===== config.mk =====
export PLATFORM = sky130hd
export DESIGN_NAME = hs_ready_responder
export DESIGN_NICKNAME = d
export VERILOG_FILES = /design/src/rtl/hs_ready_responder.sv
export SDC_FILE = /design/constraint.sdc
export NUM_CORES = 1
export LEC_CHECK = 0
export CORE_MARGIN = 4
export CORE_UTILIZATION = 48
export CTS_CLUSTER_SIZE = 16
export DETAILED_ROUTE_END_ITERATION = 7
export GPL_ROUTABILITY_DRIVEN = 0
export HOLD_SLACK_MARGIN = 0.02
export PLACE_DENSITY = 0.75
export SLEW_MARGIN = 10
export SYNTH_ARGS = -nofsm -noshare
export SYNTH_HDL_FRONTEND = slang
export SYNTH_SLANG_ARGS = --single-unit

===== constraint.sdc =====
create_clock -name clk -period 1.7 [get_ports clk]
set_input_delay 0.51 -clock clk [delete_from_list [all_inputs] [get_ports clk]]
set_output_delay 0.51 -clock clk [all_outputs]
set_load 0.005 [all_outputs]

===== src/rtl/hs_ready_responder.sv =====
// Sink end of a valid/ready handshake: paces a one-cycle ready pulse and buffers captured data in a show-ahead FIFO.
// Optional HS_PROTO_CHECK_EN adds a sticky proto_err output and a handshake assertion.
module hs_ready_responder #(
  parameter int unsigned DATA_W = 8,
  parameter int unsigned DEPTH  = 4,
  parameter int unsigned WAIT_W = 4
) (
  input  logic                     clk,
  input  logic                     rst,
  input  logic                     valid,
  input  logic [DATA_W-1:0]        data,
  input  logic [WAIT_W-1:0]        wait_cycles,
  output logic                     ready,
  input  logic                     rd_en,
  output logic [DATA_W-1:0]        rd_data,
  output logic                     empty,
  output logic                     full,
  output logic [$clog2(DEPTH):0]   count
`ifdef HS_PROTO_CHECK_EN
  ,
  output logic                     proto_err
`endif
);

  localparam int unsigned AW = $clog2(DEPTH);
  localparam int unsigned CW = AW + 1;
  localparam logic [CW-1:0] FULL_CNT = CW'(DEPTH);

  typedef enum logic [1:0] {S_IDLE, S_WAIT, S_ACK, S_RELEASE} state_t;

  state_t              state_q, state_d;
  logic [WAIT_W-1:0]   cnt_q, cnt_d;
  logic                ready_q, ready_d;
  logic                wr_en;
  logic                rd_fire;
  logic [AW-1:0]       wr_ptr_q, rd_ptr_q;
  logic [CW-1:0]       count_q;
  logic [DATA_W-1:0]   mem_q [DEPTH];

  // NOTE: sequential state uses non-blocking assignments so every register samples pre-edge values.
  always_ff @(posedge clk or posedge rst) begin
    if (rst) begin
      state_q <= S_IDLE;
      cnt_q   <= '0;
      ready_q <= 1'b0;
    end else begin
      state_q <= state_d;
      cnt_q   <= cnt_d;
      ready_q <= ready_d;
    end
  end

  // NOTE: defaults first so no path through the case leaves a variable unassigned (no latches).
  always_comb begin
    state_d = state_q;
    cnt_d   = cnt_q;
    unique case (state_q)
      S_IDLE: begin
        if (valid) begin
          state_d = S_WAIT;
          cnt_d   = wait_cycles;
        end
      end
      S_WAIT: begin
        if (!valid)              state_d = S_IDLE;
        else if (cnt_q != '0)    cnt_d   = cnt_q - 1'b1;
        else if (!full)          state_d = S_ACK;
      end
      S_ACK:     state_d = S_RELEASE;
      S_RELEASE: if (!valid) state_d = S_IDLE;
      default:   state_d = S_IDLE;
    endcase
  end

  // ready is registered from the next state, so it is high exactly while the FSM sits in ACK.
  always_comb begin
    ready_d = (state_d == S_ACK);
    wr_en   = (state_q == S_ACK) && valid;
  end

  assign rd_fire = rd_en && (count_q != '0);

  always_ff @(posedge clk or posedge rst) begin
    if (rst) begin
      wr_ptr_q <= '0;
      rd_ptr_q <= '0;
      count_q  <= '0;
    end else begin
      if (wr_en)   wr_ptr_q <= wr_ptr_q + 1'b1;
      if (rd_fire) rd_ptr_q <= rd_ptr_q + 1'b1;
      unique case ({wr_en, rd_fire})
        2'b10:   count_q <= count_q + 1'b1;
        2'b01:   count_q <= count_q - 1'b1;
        default: count_q <= count_q;
      endcase
    end
  end

  // NOTE: storage has no reset; stale entries are unreachable because rd_data is masked while empty.
  always_ff @(posedge clk) begin
    if (wr_en) mem_q[wr_ptr_q] <= data;
  end

  assign ready   = ready_q;
  assign count   = count_q;
  assign empty   = (count_q == '0);
  assign full    = (count_q == FULL_CNT);
  assign rd_data = empty ? '0 : mem_q[rd_ptr_q];

`ifdef HS_PROTO_CHECK_EN
  logic violation;
  logic proto_err_q;

  always_comb begin
    violation = (((state_q == S_WAIT) || (state_q == S_ACK)) && !valid) ||
                ((state_q == S_RELEASE) && valid);
  end

  always_ff @(posedge clk or posedge rst) begin
    if (rst)            proto_err_q <= 1'b0;
    else if (violation) proto_err_q <= 1'b1;
  end

  assign proto_err = proto_err_q;

  a_ready_release: assert property (@(posedge clk) disable iff (rst)
    $rose(ready) |-> ##1 (!valid && !ready));
`endif

endmodule


=== Word-level counts from Yosys, hierarchy flattened ===
Memories as Yosys holds them, arrays and structs flattened.
Index checks and enable logic that the tools add are counted.
W data, S select, Z words.

* Register bits after elaboration: 14
* Memory bits (writable): 32
* Bits of input ports: 16
* Output and inout bits: 14
* Memories kept: 1

{| class="wikitable"
|+ Memories
! name !! words !! width !! rd ports !! clocked after memory_dff !! write ports !! line !! RTL
|-
| mem_q || 4 || 8 || 1 || 0 || 1 || 38 || <nowiki>logic [DATA_W-1:0] mem_q [DEPTH];</nowiki>
|}

* Add/sub/neg operators: 5
* Equal/unequal tests: 10
* Muxes and demuxes: 14
* Reductions and logical operators: 9

{| class="wikitable"
|+ Operator list
! cell !! number
|-
| $mux W4 || 3
|-
| $mux W2 || 5
|-
| $eq A2 B2 Y1 const B || 4
|-
| $mux W8 || 1
|-
| $pmux W2 S4 || 1
|-
| $pmux W4 S2 || 1
|-
| $ne A2 B2 Y1 const B || 3
|-
| $pmux W3 S2 || 1
|-
| $add A2 B1 Y2 const B || 2
|-
| $eq A2 B1 Y1 const B || 2
|-
| $reduce_and A4 Y1 || 1
|-
| $reduce_bool A2 Y1 || 2
|-
| $reduce_bool A4 Y1 || 1
|-
| $sub A4 B1 Y4 const B || 1
|-
| $add A3 B1 Y3 const B || 1
|-
| $eq A3 B3 Y1 const B || 1
|-
| $logic_not A3 Y1 || 1
|-
| $reduce_bool A3 Y1 || 1
|-
| $sub A3 B1 Y3 const B || 1
|-
| $logic_and A1 B1 Y1 || 2
|-
| $logic_not A2 Y1 || 1
|-
| $mux W1 || 2
|}

=== Longest topological paths before layout ===
* Depth in word-level cells: 6
* Mapped depth: 10
* Mapped depth without buffers: 9

=== Worst setup path before layout ===
OpenSTA, ideal clock, no wires.

* Kind: input-to-reg
* Start point: in valid
* End point: reg count_q[2] (netlist: count[2])
* Library setup time: 0.079 ns
* Arrival time: 1.804 ns
* Required time: 1.621 ns
* Setup slack: -0.183 ns
* Stages on the path: 9
* Path buffers: 1
* Path through: and3_1 > buf_6 > inv_1 > ha_1 > inv_1 > fa_1 > xor2_1 > nor2_1 > xor2_1

* Longest elaborated chain between the ends: 3
* Elaborated cells on any way between the ends: 5
* Those cells by class: eq/ne: 2; mux: 1; reduce/logical: 2

{| class="wikitable"
|+ RTL lines
! item !! line !! RTL
|-
| start: declaration || 10 || <nowiki>input logic valid,</nowiki>
|-
| $logic_and A1 B1 Y1 (*) || 78 || <nowiki>wr_en = (state_q == S_ACK) && valid;</nowiki>
|-
| $eq A2 B1 Y1 or $eq A2 B2 Y1 (tied branches) || 91 || <nowiki>unique case ({wr_en, rd_fire})</nowiki>
|-
| $pmux W3 S2 or $reduce_bool A2 Y1 (tied branches) || - ||
|-
| end signal: assignment || 92 || <nowiki>2'b10: count_q <= count_q + 1'b1;</nowiki>
|-
| end signal: assignment || 93 || <nowiki>2'b01: count_q <= count_q - 1'b1;</nowiki>
|-
| end signal: assignment || 94 || <nowiki>default: count_q <= count_q;</nowiki>
|-
| end: declaration || 37 || <nowiki>logic [CW-1:0] count_q;</nowiki>
|}

Mark *: on every way between the ends. The rest lies on a longest branch, timed or not.
A chain may end at the register's enable or synchronous reset.

=== Final worst setup path ===
* Start point: reg rd_ptr_q[0]
* End point: out rd_data[3]

* Longest elaborated chain between the ends: 2

{| class="wikitable"
|+ RTL lines
! item !! line !! RTL
|-
| start: declaration || 36 || <nowiki>logic [AW-1:0] wr_ptr_q, rd_ptr_q;</nowiki>
|-
| start signal: assignment || 90 || <nowiki>if (rd_fire) rd_ptr_q <= rd_ptr_q + 1'b1;</nowiki>
|-
| $mem_v2 Z4 W8 || - ||
|-
| $mux W8 || 108 || <nowiki>assign rd_data = empty ? '0 : mem_q[rd_ptr_q];</nowiki>
|-
| end: declaration || 15 || <nowiki>output logic [DATA_W-1:0] rd_data,</nowiki>
|}

No other way between the ends.

==> reports/metrics.yaml <==
finish:
  final.fill_count: 275
  stdcell_count: 241
  finalNetCount: 214
  final_cell_mix: "32 x edfxtp_1, 16 x clkdlybuf4s50_1, 14 x dfrtp_1, 14 x buf_4, 13 x buf_6"
  drive_gt1_share_pct: 36.6
  mostFrequentLayoutCell: "edfxtp_1"
  diodes: 0
  fin_util_pct: 68.7
  synthToLayoutAreaGrowth_pct: 34.8
timing:
  relSlewSlack_pct: 62.9
  max_freq_ghz: 0.474
  worst_slew_pin_slew_ns: 0.556
  min_period_ns: 2.11
  fin_crit_sh_pct: 124
  fin_worst_skew_ns: 0.00581
  rsz0062_at_grt: "true"
  setup_viol: 12
  hold_slack_ns: 0.551
  report.final.slew_viol_count: 0
  worst_slack_ns: -0.409
  hold_violations: 0
floorplan:
  io_pins: 30
  initial_core_util_pct: 50.9
  die_h_um: 73.9
  fp-row-count: 23
  die_w_um: 73.9
  core-area_mm2: 0.00409
  die_area_mm2: 0.00546
synth:
  ys_seq_area_share_pct: 63.0
  syn_area_per_cell_um2: 15.5
  synth_warnings: 0
  synth_edf_count: 32
  netlist_area_mm2: 0.00208
  async_flop_share_pct: 30.4
  synth_cell_type_count: 38
  synth_seq_cells: 46
  ys.flop_type: "edfxtp_1"
  syn_nets: 158
  synth_cells: 134
min_path:
  hp-start: "cnt_q[3]"
  whs_endpoint: "cnt_q[3]"
  holdPathStages: 1
  hold_path_class: "register to register"
global_routing:
  grt_pass1_vias: 1343
  grt_first_pass_wirelength_um: 6390
  grt_usage_pct: 15.9
  grt-ovfl-total: 0
  grt_max_degree: 15
  antenna_found_initial: 0
setup_path:
  path_max_fanout: 5
  slowest_delay_ns: 0.50
  criticalPathCategory: "register to output port"
  crit_chain: "buf_6 > mux4_2 > and2_4 > buf_6"
  crit_required_ns: 1.19
  worst_path_most_repeated_cell: "buf_6"
  r2r_start: "count[1]"
  reg2reg_to: "count[1]"
  path_buf_inv: 2
  crit_path_start_kind: "register"
  worstPathArrival_ns: 1.60
  reg2reg_depth: 7
  cp_slowest_cell: "mux4_2"
  path_delay_family: "multiplexers"
  crit_cells: 4
  cp-end-kind: "output port"
  rrSetupSlack_ns: -0.24
power:
  power_density_mw_per_mm2: 1560
  total_power_mw: 4.37
  leakagePower_nw: 1.13
  ir_worst_vdd_mv: 0.861
drt:
  ant_nets: 0
  avgRoutedWirePerCell_um: 16.2
  routed_via_density: 5.23
  drt_first_pass_iters: 4
  drt-initial-drc-count: 45
  num_vias: 1260
  route.detailed.drc: 0
  drt-total-wl_um: 3900
clock_network:
  clkLatencyLatePin_ns: 0.29
  htree_levels: 2
  cts_tree: "done"
  path_clk_slew_ns: 0.08
  cts_buffers: 5
  clkSinkCount: 46
  cts_buffer_depth: 2
  cts-root-buf: "clkbuf_8"
placement:
  io_buffers: 29
  dp_hpwl_um: 2670
  post-place-ws_ns: -0.530
  numPlacedInstances: 224
status:
  status: "complete, but fails checks"
  violations: "negative setup slack"
job:
  drv_cap: 0
cells in the mapped netlist, types with 3 or more instances:
cell type / n / area share [%]
ha_1: 7 / 4.2
dfrtp_1: 14 / 17
nor2_1: 3 / 0.54
a21oi_1: 4 / 0.96
xor2_1: 3 / 1.3
mux4_2: 8 / 8.7
inv_1: 11 / 2.0
edfxtp_1: 32 / 46
o21ai_0: 3 / 0.72
xnor2_1: 3 / 1.3
and2_1: 13 / 3.9
per-stage QoR:
stage	TNS, ns	area, µm²
floorplan	-0.157	2100
global placement	-13.80	2600
detailed placement	-14.58	2600
CTS	-4.33	2830
global route	-4.66	2810
finish	-3.77	2810
layer usage:
| layer | global-route usage (%) | vias to the layer above | share of wire, % |
|---|---|---|---|
| met5 | 0 | - | 0 |
| met3 | 3.01 | 4 | 2.9 |
| li1 | - | 604 | - |
| met1 | 18.7 | 631 | 39 |
| met2 | 29.1 | 21 | 57 |
| met4 | 4.83 | 0 | 1.3 |
state kept, by name, summed over array words and instances, names as in the netlist:
signal	flops
mem_q	32
cnt_q	4
count	3
rd_ptr_q	2
state_q	2
wr_ptr_q	2
ready	1
worst register-to-register path: cells and delay by family, from the launching register on:
family | cells | cell delay [ns]
simple gates | 2 | 0.57
fa+ha+maj | 2 | 0.56
flops | 1 | 0.39
buf+inv | 2 | 0.18
mux | 1 | 0.15
cell type report:
cell class | instances | area [µm²] | share of cell area, %
Clock inverter | 3 | 40.0 | 1.43
Timing Repair Buffer | 54 | 539 | 19.2
Multi-Input combinational cell | 71 | 737 | 26.3
Sequential cell | 46 | 1310 | 46.7
Tap cell | 50 | 62.6 | 2.23
Inverter | 12 | 47.5 | 1.69
Clock buffer | 5 | 68.8 | 2.45
cell families (layout without fill, tap and decap cells):
kind of cell               count (synthesis)  in the layout  share of synthesized area [%]
DFF                                       46             46                           63.0
and+or+nand+nor                           32             32                           10.7
buffers and inverters                     17             74                           3.97
AOI/OAI and AO/OA                         15             15                           4.81
muxes                                     10             10                           9.86
adders and majority gates                  8              8                           5.17
xor gates and xnor gates                   6              6                           2.52
what timing repair did:
action	in CTS	in global routing
setup endpoints to repair	23	20
pin swaps	15	3
buffers inserted	9	3
hold buffers	0	0
resized for setup	64	6
cloned	2	0
worst max path at each step:
| stage | startpoint | slack, ns | end |
|---|---|---|---|
| floorplan | valid | -0.11 | count[2] |
| global placement | valid | -0.47 | count[2] |
| detailed placement | valid | -0.53 | count[2] |
| CTS | rd_ptr_q[0] | -0.46 | rd_data[3] |
| global route | rd_ptr_q[0] | -0.49 | rd_data[3] |
| finish | rd_ptr_q[0] | -0.41 | rd_data[3] |
report_power, final:
part | internal (mW) | total, mW | switching (mW)
Clock | 0.433 | 0.779 | 0.346
Sequential | 1.39 | 1.56 | 0.166
Combinational | 1.24 | 2.04 | 0.797
No activity file was read; power rests on OpenSTA's default activity.
